<file path="config.mk">
export PLATFORM = sky130hd
export DESIGN_NAME = alu_ctrl_seq
export DESIGN_NICKNAME = d
export VERILOG_FILES = /design/src/rtl/alu_ctrl_seq.sv
export SDC_FILE = /design/constraint.sdc
export NUM_CORES = 1
export LEC_CHECK = 0
export ABC_AREA = 1
export CORE_UTILIZATION = 51
export CTS_CLUSTER_SIZE = 12
export DETAILED_ROUTE_END_ITERATION = 8
export GPL_TIMING_DRIVEN = 0
export PLACE_DENSITY = 0.86
export SLEW_MARGIN = 20
export SYNTH_ARGS = -nofsm -noshare
export SYNTH_HDL_FRONTEND = slang
export SYNTH_SLANG_ARGS = --single-unit
</file>
<file path="constraint.sdc">
create_clock -name clk -period 2.2 [get_ports clk]
set_input_delay 0.44 -clock clk [delete_from_list [all_inputs] [get_ports clk]]
set_output_delay 0.44 -clock clk [all_outputs]
set_load 0.02 [all_outputs]
</file>
<file path="src/rtl/alu_ctrl_seq.sv">
// Multicycle control sequencer for the ALU path: fetch, decode, execute and
// writeback for add/sub/and/addi/beq, plus a one-cycle exception pulse.
module alu_ctrl_seq #(
    parameter int MEM_WAIT = 2
) (
    input  logic       clk,
    input  logic       reset,
    input  logic [5:0] opcode,
    input  logic [5:0] funct,
    input  logic       overflow,
    output logic       alu_src_a,
    output logic [1:0] alu_src_b,
    output logic [2:0] alu_op,
    output logic       mem_read,
    output logic       ir_write,
    output logic       pc_write,
    output logic       pc_write_cond,
    output logic       ab_load,
    output logic       alu_out_load,
    output logic       reg_write,
    output logic       reg_dst,
    output logic       exc,
    output logic       exc_cause
);

    typedef enum logic [3:0] {
        ST_RST    = 4'd0,
        ST_FETCH  = 4'd1,
        ST_DECODE = 4'd2,
        ST_EXEC_R = 4'd3,
        ST_EXEC_I = 4'd4,
        ST_WB_R   = 4'd5,
        ST_WB_I   = 4'd6,
        ST_BRANCH = 4'd7,
        ST_EXCP   = 4'd8
    } state_t;

    localparam logic [2:0] WAIT_LAST = 3'(MEM_WAIT);
    localparam logic [2:0] OP_PASS   = 3'b000;
    localparam logic [2:0] OP_ADD    = 3'b001;
    localparam logic [2:0] OP_SUB    = 3'b010;
    localparam logic [2:0] OP_AND    = 3'b011;

    // Returns the ALU op for a supported R-type funct, OP_PASS marks it illegal.
    function automatic logic [2:0] rtype_op(input logic [5:0] f);
        logic [2:0] r;
        case (f)
            6'h20:   r = OP_ADD;
            6'h22:   r = OP_SUB;
            6'h24:   r = OP_AND;
            default: r = OP_PASS;
        endcase
        return r;
    endfunction

    state_t      state_r, state_s;
    logic [2:0]  cnt_r, cnt_s;
    logic        cause_r, cause_s;
    logic [2:0]  rop_r, rop_s;
    logic [15:0] ctrl_s, ctrl_r;

    // State, wait counter, latched R-type op and exception cause.
    always_ff @(posedge clk) begin
        if (reset) begin
            state_r <= ST_RST;
            cnt_r   <= 3'd0;
            cause_r <= 1'b0;
            rop_r   <= OP_PASS;
        end else begin
            state_r <= state_s;
            cnt_r   <= cnt_s;
            cause_r <= cause_s;
            rop_r   <= rop_s;
        end
    end

    // Next-state logic; every entry into FETCH clears the wait counter.
    always_comb begin
        state_s = state_r;
        cnt_s   = cnt_r;
        cause_s = cause_r;
        rop_s   = rop_r;
        case (state_r)
            ST_RST: begin
                state_s = ST_FETCH;
                cnt_s   = 3'd0;
            end
            ST_FETCH: begin
                if (cnt_r == WAIT_LAST) begin
                    state_s = ST_DECODE;
                    cnt_s   = 3'd0;
                end else if (cnt_r != 3'd7) begin
                    cnt_s = cnt_r + 3'd1;
                end else begin
                    cnt_s = cnt_r;
                end
            end
            ST_DECODE: begin
                rop_s = rtype_op(funct);
                if ((opcode == 6'h00) && (rtype_op(funct) != OP_PASS)) begin
                    state_s = ST_EXEC_R;
                end else if (opcode == 6'h08) begin
                    state_s = ST_EXEC_I;
                end else if (opcode == 6'h04) begin
                    state_s = ST_BRANCH;
                end else begin
                    state_s = ST_EXCP;
                    cause_s = 1'b1;
                end
            end
            ST_EXEC_R: begin
                // overflow has no meaning for a logical and
                if (overflow && (rop_r != OP_AND)) begin
                    state_s = ST_EXCP;
                    cause_s = 1'b0;
                end else begin
                    state_s = ST_WB_R;
                end
            end
            ST_EXEC_I: begin
                if (overflow) begin
                    state_s = ST_EXCP;
                    cause_s = 1'b0;
                end else begin
                    state_s = ST_WB_I;
                end
            end
            ST_WB_R, ST_WB_I, ST_BRANCH, ST_EXCP: begin
                state_s = ST_FETCH;
                cnt_s   = 3'd0;
            end
            default: begin
                state_s = ST_RST;
                cnt_s   = 3'd0;
            end
        endcase
    end

    // Decodes the controls for the state about to be entered so they can be
    // registered and still line up with that state.
    always_comb begin
        ctrl_s = 16'h0000;
        case (state_s)
            ST_FETCH: begin
                ctrl_s[14:13] = 2'b01;
                ctrl_s[12:10] = OP_ADD;
                ctrl_s[9]     = 1'b1;
                if (cnt_s == WAIT_LAST) begin
                    ctrl_s[8] = 1'b1;
                    ctrl_s[7] = 1'b1;
                end else begin
                    ctrl_s[8] = 1'b0;
                    ctrl_s[7] = 1'b0;
                end
            end
            ST_DECODE: begin
                ctrl_s[14:13] = 2'b11;
                ctrl_s[12:10] = OP_ADD;
                ctrl_s[5]     = 1'b1;
                ctrl_s[4]     = 1'b1;
            end
            ST_EXEC_R: begin
                ctrl_s[15]    = 1'b1;
                ctrl_s[14:13] = 2'b00;
                ctrl_s[12:10] = rop_s;
                ctrl_s[4]     = 1'b1;
            end
            ST_EXEC_I: begin
                ctrl_s[15]    = 1'b1;
                ctrl_s[14:13] = 2'b10;
                ctrl_s[12:10] = OP_ADD;
                ctrl_s[4]     = 1'b1;
            end
            ST_WB_R: begin
                ctrl_s[3] = 1'b1;
                ctrl_s[2] = 1'b1;
            end
            ST_WB_I: begin
                ctrl_s[3] = 1'b1;
                ctrl_s[2] = 1'b0;
            end
            ST_BRANCH: begin
                ctrl_s[15]    = 1'b1;
                ctrl_s[14:13] = 2'b00;
                ctrl_s[12:10] = OP_SUB;
                ctrl_s[6]     = 1'b1;
            end
            ST_EXCP: begin
                ctrl_s[1] = 1'b1;
                ctrl_s[0] = cause_s;
            end
            default: begin
                ctrl_s = 16'h0000;
            end
        endcase
    end

    // Output register; cleared together with the state so RST shows all zeros.
    always_ff @(posedge clk) begin
        if (reset) begin
            ctrl_r <= 16'h0000;
        end else begin
            ctrl_r <= ctrl_s;
        end
    end

    assign alu_src_a     = ctrl_r[15];
    assign alu_src_b     = ctrl_r[14:13];
    assign alu_op        = ctrl_r[12:10];
    assign mem_read      = ctrl_r[9];
    assign ir_write      = ctrl_r[8];
    assign pc_write      = ctrl_r[7];
    assign pc_write_cond = ctrl_r[6];
    assign ab_load       = ctrl_r[5];
    assign alu_out_load  = ctrl_r[4];
    assign reg_write     = ctrl_r[3];
    assign reg_dst       = ctrl_r[2];
    assign exc           = ctrl_r[1];
    assign exc_cause     = ctrl_r[0];

endmodule
</file>
==> flow_summary.yaml, run 1 <==
status:
  result_of_the_run: "finished clean"
sta:
  final.setup_skew_ns: 0.00960
  fin_tns_setup_ns: 0
  grt_setup_unrepaired: "no"
  min_period_ns: 1.81
  maxSlewViolCount: 0
  worst_hold_slack_ns: 0.459
  setup-violations-final: 0
  period_share_pct: 82.3
  max_freq_mhz: 552
  final-hold-violation-count: 0
drt:
  viasPerCell: 4.87
  drt_drc_violations_left: 0
  routed_wirelength_mm: 2.60
  avgRoutedWirePerCell_um: 11.4
  via_count: 1111
  drt_iter0_markers: 38
  route.antenna.remaining_nets: 0
  drt_first_pass_iters: 4
logic_synthesis:
  postSynthCellCount: 167
  synthesis.area_per_instance_um2: 7.13
  number_of_nets_produced_by_synthesis: 182
  synth-seq-area-share_pct: 43.7
  ys_types: 20
  synth.ff_latch_count: 26
  synth.cell_area_um2: 1190
  synthesis.yosys.warnings: 0
global_routing:
  maximum_number_of_pins_on_one_net_before_global_route_repair: 16
  initial_antenna_violation_count: 0
  grt_overflow_total: 0
  first_global_vias: 1050
  global_route_wire_length_before_repair_mm: 4.27
  grt_usage_pct: 22.2
clocking:
  clk-insertion-delay-late_ns: 0.33
  clock_tree.htree_level_count: 1
  cts_inserted_buffers: 3
  tritoncts_clock_tree: "yes"
  hold_buffers: 0
  clock_tree.buffer_depth: 2
  post_cts.repair.setup_buffers: 0
  ctsResizeCount: 0
  clk_root_buffer_cell: "clkbuf_4"
  clk_pin_slew_worst_paths_ns: 0.15
  clock_sink_count: 26
critical_path:
  critical_path.startpoint_type: "flop"
  cpPeakStageDelay_ns: 0.59
  worst-setup-path-type: "reg2out"
  setup.worst_path.end_class: "output pin"
  reg2regPathDepth: 9
  cp.buffers_inverters: 2
  worst-path-max-fanout: 2
  worst_path_dominant_cell_family: "buffers and inverters"
  critical_path_cell_count: 2
  path_cells: "buf_4, clkdlybuf4s50_1"
  worst_path_max_delay_cell: "clkdlybuf4s50_1"
  worstPathRequired_ns: 1.76
  crit_path_dat_ns: 1.37
place:
  dpl-instance-area_um2: 1520
  io_buffer_count: 29
  dpl.hpwl_mm: 2.00
  finalWeightedCongestion: 0.861
pwr:
  leakagePower_nw: 0.712
  irDropWorstVdd_v: 0.000424
  cellPowerDensity_nw_per_um2: 591
  post-layout-total-power_w: 0.000926
die:
  die-height_um: 50.3
  die_area_um2: 2530
  floorplan.io_pins: 31
  rows: 17
  placeable_core_region_um2: 2210
  die_span_in_x_um: 50.3
  effective_utilization_at_floorplan_pct: 53.8
final_layout:
  design.final.nets: 216
  final_design_area_no_fill_um2: 1570
  fillCellCount: 177
  area_growth_pct: 31.8
  antenna_diodes: 0
  drive_gt1_share_pct: 16.0
run:
  cap_violations: 0
worst_hold_path:
  min_path_type: "reg2reg"
  hold_path_depth: 2
[where the power goes]
group	internal (W)	switching (W)	total (W)
clock	0.000184	0.000147	0.000331
combinational	0.0000503	0.0000565	0.000107
sequential	0.000482	0.00000619	0.000488
[routing by layer]
metal / up-vias / global-route usage [%] / wire length [um]
li1: 572 / - / -
met1: 496 / 23.1 / 1040
met2: 37 / 41.8 / 1400
met3: 6 / 3.94 / 118
met4: 0 / 11.6 / 42
met5: - / 0 / 0
[final cells by class]
| class | count | area, um2 | area share, % |
|---|---|---|---|
| Buffer | 3 | 15.0 | 0.958 |
| Clock buffer | 3 | 22.5 | 1.44 |
| Inverter | 30 | 113 | 7.18 |
| Clock inverter | 1 | 30.0 | 1.92 |
| Multi-Input combinational cell | 108 | 542 | 34.6 |
| Sequential cell | 26 | 520 | 33.2 |
| Tap cell | 28 | 35.0 | 2.23 |
| Timing Repair Buffer | 29 | 290 | 18.5 |
[state kept, by name, summed over array words and instances (netlist names)]
signal and flops:
cause_r 1, cnt_r 3, ctrl_r 15, rop_r 3
state_r 4
[synth_stat cells]
library cell / n / area share (%)
nand2_2: 6 / 3.2
inv_2: 4 / 1.3
nand2_1: 32 / 10
conb_1: 1 / 0.32
nand4_1: 1 / 0.53
nand3_1: 9 / 3.8
o21ai_0: 9 / 3.8
nor3_1: 1 / 0.42
dfxtp_1: 26 / 44
clkbuf_1: 2 / 0.63
a21oi_2: 2 / 1.5
nor3_2: 2 / 1.7
nor2_1: 26 / 8.2
inv_1: 26 / 8.2
buf_4: 1 / 0.63
o21a_1: 1 / 0.63
a21oi_1: 5 / 2.1
nor2_2: 6 / 3.2
nand3_2: 4 / 3.4
nor2_4: 3 / 2.8
[final timing paths]
kind	to	startpoint	slack, ns
min reg2reg	rop_r[2]$_SDFF_PP0_	rop_r[2]$_SDFF_PP0_	0.46
max reg2reg	ctrl_r[10]$_SDFF_PP0_	cnt_r[1]$_SDFF_PP0_	0.74
max	pc_write	ctrl_r[7]$_SDFF_PP0_	0.39
min	rop_r[2]$_SDFF_PP0_	rop_r[2]$_SDFF_PP0_	0.46
[kinds of logic (layout without fill, tap and decap cells)]
logic type	Yosys count	in the layout	synth area share [%]
compound gates	17	17	7.99
other cells	1	1	0.315
simple gates	90	90	37.2
flops	26	26	43.7
buf+inv	33	66	10.7
[metrics by stage]
stage          std cells  utilization (%)  worst slack, ns
2_1_floorplan        167                -            0.848
3_3_place_gp         224             68.5            0.286
3_5_place_dp         224             68.5            0.219
4_1_cts              228             70.9            0.379
5_1_grt              228             70.9            0.345
6_report             228             70.9            0.389
[worst reg2reg max path, cell delays in order, from the launching register on]
cell     delay, ns
dfxtp_1       0.39
inv_1         0.09
nor2_1        0.12
nand2_1       0.11
nand2_1       0.08
nand2_1       0.07
inv_1         0.11
o21ai_0       0.18
nor2_2        0.16
a21oi_2       0.05
[cell usage in the layout (no fill, tap or decap), drive strengths merged]
cell type / count
nand4: 1
o21ai: 9
nor2: 35
dfxtp: 26
nand3: 13
bufinv: 1
o21a: 1
nand2: 38
clkbuf: 5
clkdlybuf4s50: 29
a21oi: 7
conb: 1
inv: 30
nor3: 3
buf: 1
Note: power is estimated with default switching activity, not from simulation.
==> inputs of run 2 (changes only) <==
- CORE_UTILIZATION: 51 -> 47
- PLACE_DENSITY: 0.86 -> 0.81
- clock period: 2.2 -> 1.8 ns (I/O delays scaled with it)
==> run 2 against run 1 <==
- total power up 21%
- largest power group unchanged
- non-clock buffer count unchanged
- critical path depth unchanged
- clock power up 19%
- highest routed layer is now met3
==> flow_summary.yaml, run 2 (synthesis gave the netlist of run 1 again) <==
pwr:
  irDropWorstVdd_v: 0.000600
  cellPowerDensity_nw_per_um2: 715
  leakagePower_nw: 0.712
critical_path:
  setup.worst_path.end_class: "output pin"
  worst-setup-path-type: "reg2out"
  worst-path-max-fanout: 2
  crit_path_dat_ns: 1.38
  reg2reg_slack_ns: 0.30
  critical_path.startpoint_type: "flop"
  worstPathRequired_ns: 1.44
clocking:
  clock_tree.htree_level_count: 1
  clock_sink_count: 26
  clock_tree.buffer_depth: 2
  hold_buffers: 0
  tritoncts_clock_tree: "yes"
  clk-insertion-delay-late_ns: 0.32
  ctsResizeCount: 0
  cts_inserted_buffers: 3
  clk_root_buffer_cell: "clkbuf_4"
  post_cts.repair.setup_buffers: 0
  clk_pin_slew_worst_paths_ns: 0.14
worst_hold_path:
  min_path_type: "in2reg"
drt:
  via_count: 1094
  drt_drc_violations_left: 0
  routed_wirelength_mm: 2.55
  avgRoutedWirePerCell_um: 11.2
  drt_iter0_markers: 19
  drt_first_pass_iters: 4
  viasPerCell: 4.80
  route.antenna.remaining_nets: 0
final_layout:
  antenna_diodes: 0
  layout.cells.most_common_list: "nand2_1 (32), clkdlybuf4s50_1 (29), inv_1 (26), nor2_1 (26), dfxtp_1 (26)"
  top_regs: "ctrl_r: 15 flops, state_r: 4 flops"
  design.final.nets: 216
  most_common_cell_after_layout_fill_and_taps_aside: "nand2_1"
  largest_register: "ctrl_r"
  area_growth_pct: 31.8
  sequential_cell_area_um2: 520
  multi_input_area_um2: 542
  finalNonFillerCells: 228
  drive_gt1_share_pct: 16.0
  fillCellCount: 211
  post-route-util_pct: 68.2
  largest_register_ffs: 15
  final_design_area_no_fill_um2: 1570
global_routing:
  grt_overflow_total: 0
  grt.busiest_layer: "met2"
  first_global_vias: 1075
  maximum_number_of_pins_on_one_net_before_global_route_repair: 16
  initial_antenna_violation_count: 0
  grtUsageMet1_pct: 23.1
  met2_usage_pct: 39.2
  global_route_wire_length_before_repair_mm: 4.26
  grt_usage_pct: 20.9
  met3_usage_pct: 5.51
die:
  die-height_um: 52.3
  placeable_core_region_um2: 2300
  die_span_in_x_um: 52.3
  floorplan.io_pins: 31
  effective_utilization_at_floorplan_pct: 51.8
  rows: 17
  die_area_um2: 2740
sta:
  maxSlewViolCount: 0
  grt_setup_unrepaired: "no"
  final-hold-violation-count: 0
  period_share_pct: 96.4
  final.setup_skew_ns: 0.00218
  worst_hold_slack_ns: 0.388
  setup-violations-final: 0
  max_freq_mhz: 576
  min_period_ns: 1.74
  fin_tns_setup_ns: 0
place:
  finalWeightedCongestion: 0.810
  dpl-instance-area_um2: 1520
  io_buffer_count: 29
  placed_cells: 224
  dpl.hpwl_mm: 2.01
status:
  result_of_the_run: "finished clean"
run:
  cap_violations: 0
==> run 2: cell counts in the layout (fill, tap and decap cells not counted) <==
Identical to the previous run, type by type.
==> run 2: final cells by class <==
cell class | instances | share of cell area, %
Tap cell | 28 | 2.23
Sequential cell | 26 | 33.2
Buffer | 3 | 0.958
Inverter | 30 | 7.18
Timing Repair Buffer | 29 | 18.5
Multi-Input combinational cell | 108 | 34.6
Clock inverter | 1 | 1.92
Clock buffer | 3 | 1.44
==> run 2: critical path, stage by stage, from the launching register on <==
cell and delay, ns:
dfxtp_1 0.36, buf_4 0.11, clkdlybuf4s50_1 0.59
==> run 2: per-stage QoR <==
step           power, W  setup WS, ns
2_1_floorplan  0.000678         0.528
3_3_place_gp   0.000733       -0.0623
3_5_place_dp   0.000738        -0.123
4_1_cts         0.00113        0.0510
5_1_grt         0.00116        0.0305
6_report        0.00112        0.0645
==> run 2: worst paths after layout <==
| kind | from | endpoint | cells past startpoint |
|---|---|---|---|
| setup reg to reg | cnt_r[1]$_SDFF_PP0_ | ctrl_r[10]$_SDFF_PP0_ | 9 |
| hold reg to reg | rop_r[2]$_SDFF_PP0_ | rop_r[2]$_SDFF_PP0_ | 2 |
| setup / recovery | ctrl_r[7]$_SDFF_PP0_ | pc_write | 2 |
| hold / removal | reset | ctrl_r[10]$_SDFF_PP0_ | 2 |
==> run 2: per-layer routing <==
metal  vias up  routed length [um]
li1        568                   -
met1       505                1130
met2        21                1330
met3         0                  88
met4         0                   0
met5         -                   0
==> run 2: where the power goes <==
group	internal [W]	total [W]	switching (W)
clock network	0.000225	0.000395	0.000170
logic	0.0000615	0.000131	0.0000693
registers	0.000588	0.000596	0.00000718
total	0.000875	0.00112	0.000246
==> variant (settings of run 2) <==
Encoding of `state_t`: now one-hot (9 bits for 9 states).
--- a/src/rtl/alu_ctrl_seq.sv
+++ b/src/rtl/alu_ctrl_seq.sv
@@ -23,16 +23,16 @@
     output logic       exc_cause
 );
 
-    typedef enum logic [3:0] {
-        ST_RST    = 4'd0,
-        ST_FETCH  = 4'd1,
-        ST_DECODE = 4'd2,
-        ST_EXEC_R = 4'd3,
-        ST_EXEC_I = 4'd4,
-        ST_WB_R   = 4'd5,
-        ST_WB_I   = 4'd6,
-        ST_BRANCH = 4'd7,
-        ST_EXCP   = 4'd8
+    typedef enum logic [8:0] {
+        ST_RST    = 9'b000000001,
+        ST_FETCH  = 9'b000000010,
+        ST_DECODE = 9'b000000100,
+        ST_EXEC_R = 9'b000001000,
+        ST_EXEC_I = 9'b000010000,
+        ST_WB_R   = 9'b000100000,
+        ST_WB_I   = 9'b001000000,
+        ST_BRANCH = 9'b010000000,
+        ST_EXCP   = 9'b100000000
     } state_t;
 
     localparam logic [2:0] WAIT_LAST = 3'(MEM_WAIT);
Function: same outputs for any inputs over 10 cycles, from zero or initial values and one cycle with reset high; not proved beyond that.
==> variant against run 2 <==
- the flow now finishes with violations (design-rule violations)
- final cell count is 19% higher
- final area increased by 14%
- area after synthesis is 19% higher
- combinational power rose by 12%
- routed wire length rose by 4.5%
- power grew 9.8%
- sequential cell count increased by 5
- worst setup slack improved by 0.048 ns
- worst hold slack got worse by 0.039 ns
- register-to-register slack worse by 0.03 ns
- critical path type unchanged
- critical endpoint unchanged
- largest power group unchanged
==> variant: results (changes against run 2) <==
Min path
  • Worst Hold Path Cells: 2 (unchanged)

Placed design
  • RD Place Congestion: 0.929 (+15%)
  • Post-DP HPWL: 2060 µm (+2.2%)
  • Placed cell area: 1740 µm² (+15%)
  • Buffers added on ports: 29 (unchanged)

Yosys
  • Syn Nets: 219 (+20%)
  • Synth async-reset ratio: 0% (unchanged)
  • Synth area leaders: dfxtp_1, nand2_1, nor2_1
  • Commonest cells post-synth: nand2_1, nor2_1, inv_1, dfxtp_1, nand3_1
  • Sequential cell area fraction in the yosys report: 44.0% (+0.23 points)
  • Yosys cell types: 24 (+20%)

Route
  • DR iter-0 viols: 28 (+9)
  • 1st-pass router iterations: 6 (+2)
  • Via count: 1,288 (+18%)
  • DRC Markers: 2 (+2)
  • WL/cell: 9.81 µm (-12%)

Pwr
  • Max rail drop VDD: 513 µV (-15%)
  • Leakage: 0.000870 µW (+22%)
  • Sw Pwr: 307 µW (+24%)

Status
  • Status: finished, violations left
  • Failing checks: design-rule violations

Setup path
  • Max FO, Critical Path: 2 (unchanged)
  • WP data arrival: 1.33 ns (-0.05 ns)
  • R2R depth: 10 (+1)
  • Slowest cell delay on critical path: 0.58 ns

Cells and area
  • Fillers: 258 (+22%)
  • Share of cells above drive strength 1: 9.54% (-6.5 points)
  • Top flop regs: ctrl_r (15), state_r (9)
  • Nets: 255 (+18%)

CTS
  • H-tree lvl count: 2 (+1)
  • Clock transition at the registers of the reported paths: 0.09 ns (-0.05 ns)
  • Clk_lat worst skew: 0.31 ns
  • Cts bufs inserted: 5 (+2)
  • Post-CTS setup buffers: 0 (unchanged)

GRT
  • Largest net degree at the start of global routing: 11 (-5)
  • Vias in the first global route: 1,127 (+4.8%)
  • GRT Total Usage: 18.8% (-2.0 points)
  • First-pass GRT wire length: 4650 µm (+9.2%)

Timing
  • Layout Skew: 0.00726 ns (+0.00508 ns)
-- variant: routing by layer --
layer  part of all wire, %  global-route usage, %  vias to the layer above  wire length (µm)
met3                   5.6                   5.07                        5               149
met2                    44                   30.8                       39              1170
li1                      -                      -                      692                 -
met5                     0                      0                        -                 0
met1                    49                   24.0                      552              1310
met4                   1.4                   6.27                        0                38
-- variant: critical path, delay by kind of cell, from the launching register on --
family | cells | cell delay (ns)
buffers and inverters | 2 | 0.68
flip-flops | 1 | 0.33
-- variant: stage by stage --
stage	util [%]	instances	setup WS [ns]	power (µW)
floorplan	-	204	0.496	808
global placement	62.0	264	-0.0227	871
detailed placement	62.0	264	-0.0262	874
CTS	63.8	272	0.0998	1240
global route	63.8	272	0.0507	1290
finish	63.8	272	0.113	1230
-- variant: cell type report --
| cell class | instances | area share [%] |
|---|---|---|
| repair buffers | 29 | 16.2 |
| clock inverters | 1 | 0.280 |
| clock buffers | 7 | 2.52 |
| well taps | 31 | 2.17 |
| plain buffers | 3 | 0.908 |
| inverters | 35 | 7.34 |
| flip-flops and latches | 31 | 34.7 |
| multi-input cells | 135 | 35.9 |
-- variant: worst paths after layout --
path | from | endpoint | slack [ns]
hold reg to reg | rop_r[2] | rop_r[2] | 0.46
setup reg to reg | state_r[3] | ctrl_r[4] | 0.27
setup / recovery | ctrl_r[7] | pc_write | 0.11
hold / removal | reset | cnt_r[1] | 0.35
-- variant: logic make-up after synthesis --
| family | Yosys count | share of synthesized area, % |
|---|---|---|
| buf+inv | 38 | 10.5 |
| simple gates | 122 | 40.2 |
| flops | 31 | 44.0 |
| compound gates | 12 | 5.05 |
| other cells | 1 | 0.266 |
-- variant: power groups by stage --
stage / clock (µW) / sequential [µW] / combinational (µW)
floorplan: 0 / 740 / 68.7
global placement: 0 / 726 / 145
detailed placement: 0 / 726 / 147
CTS: 381 / 710 / 148
global route: 414 / 712 / 167
finish: 374 / 710 / 147
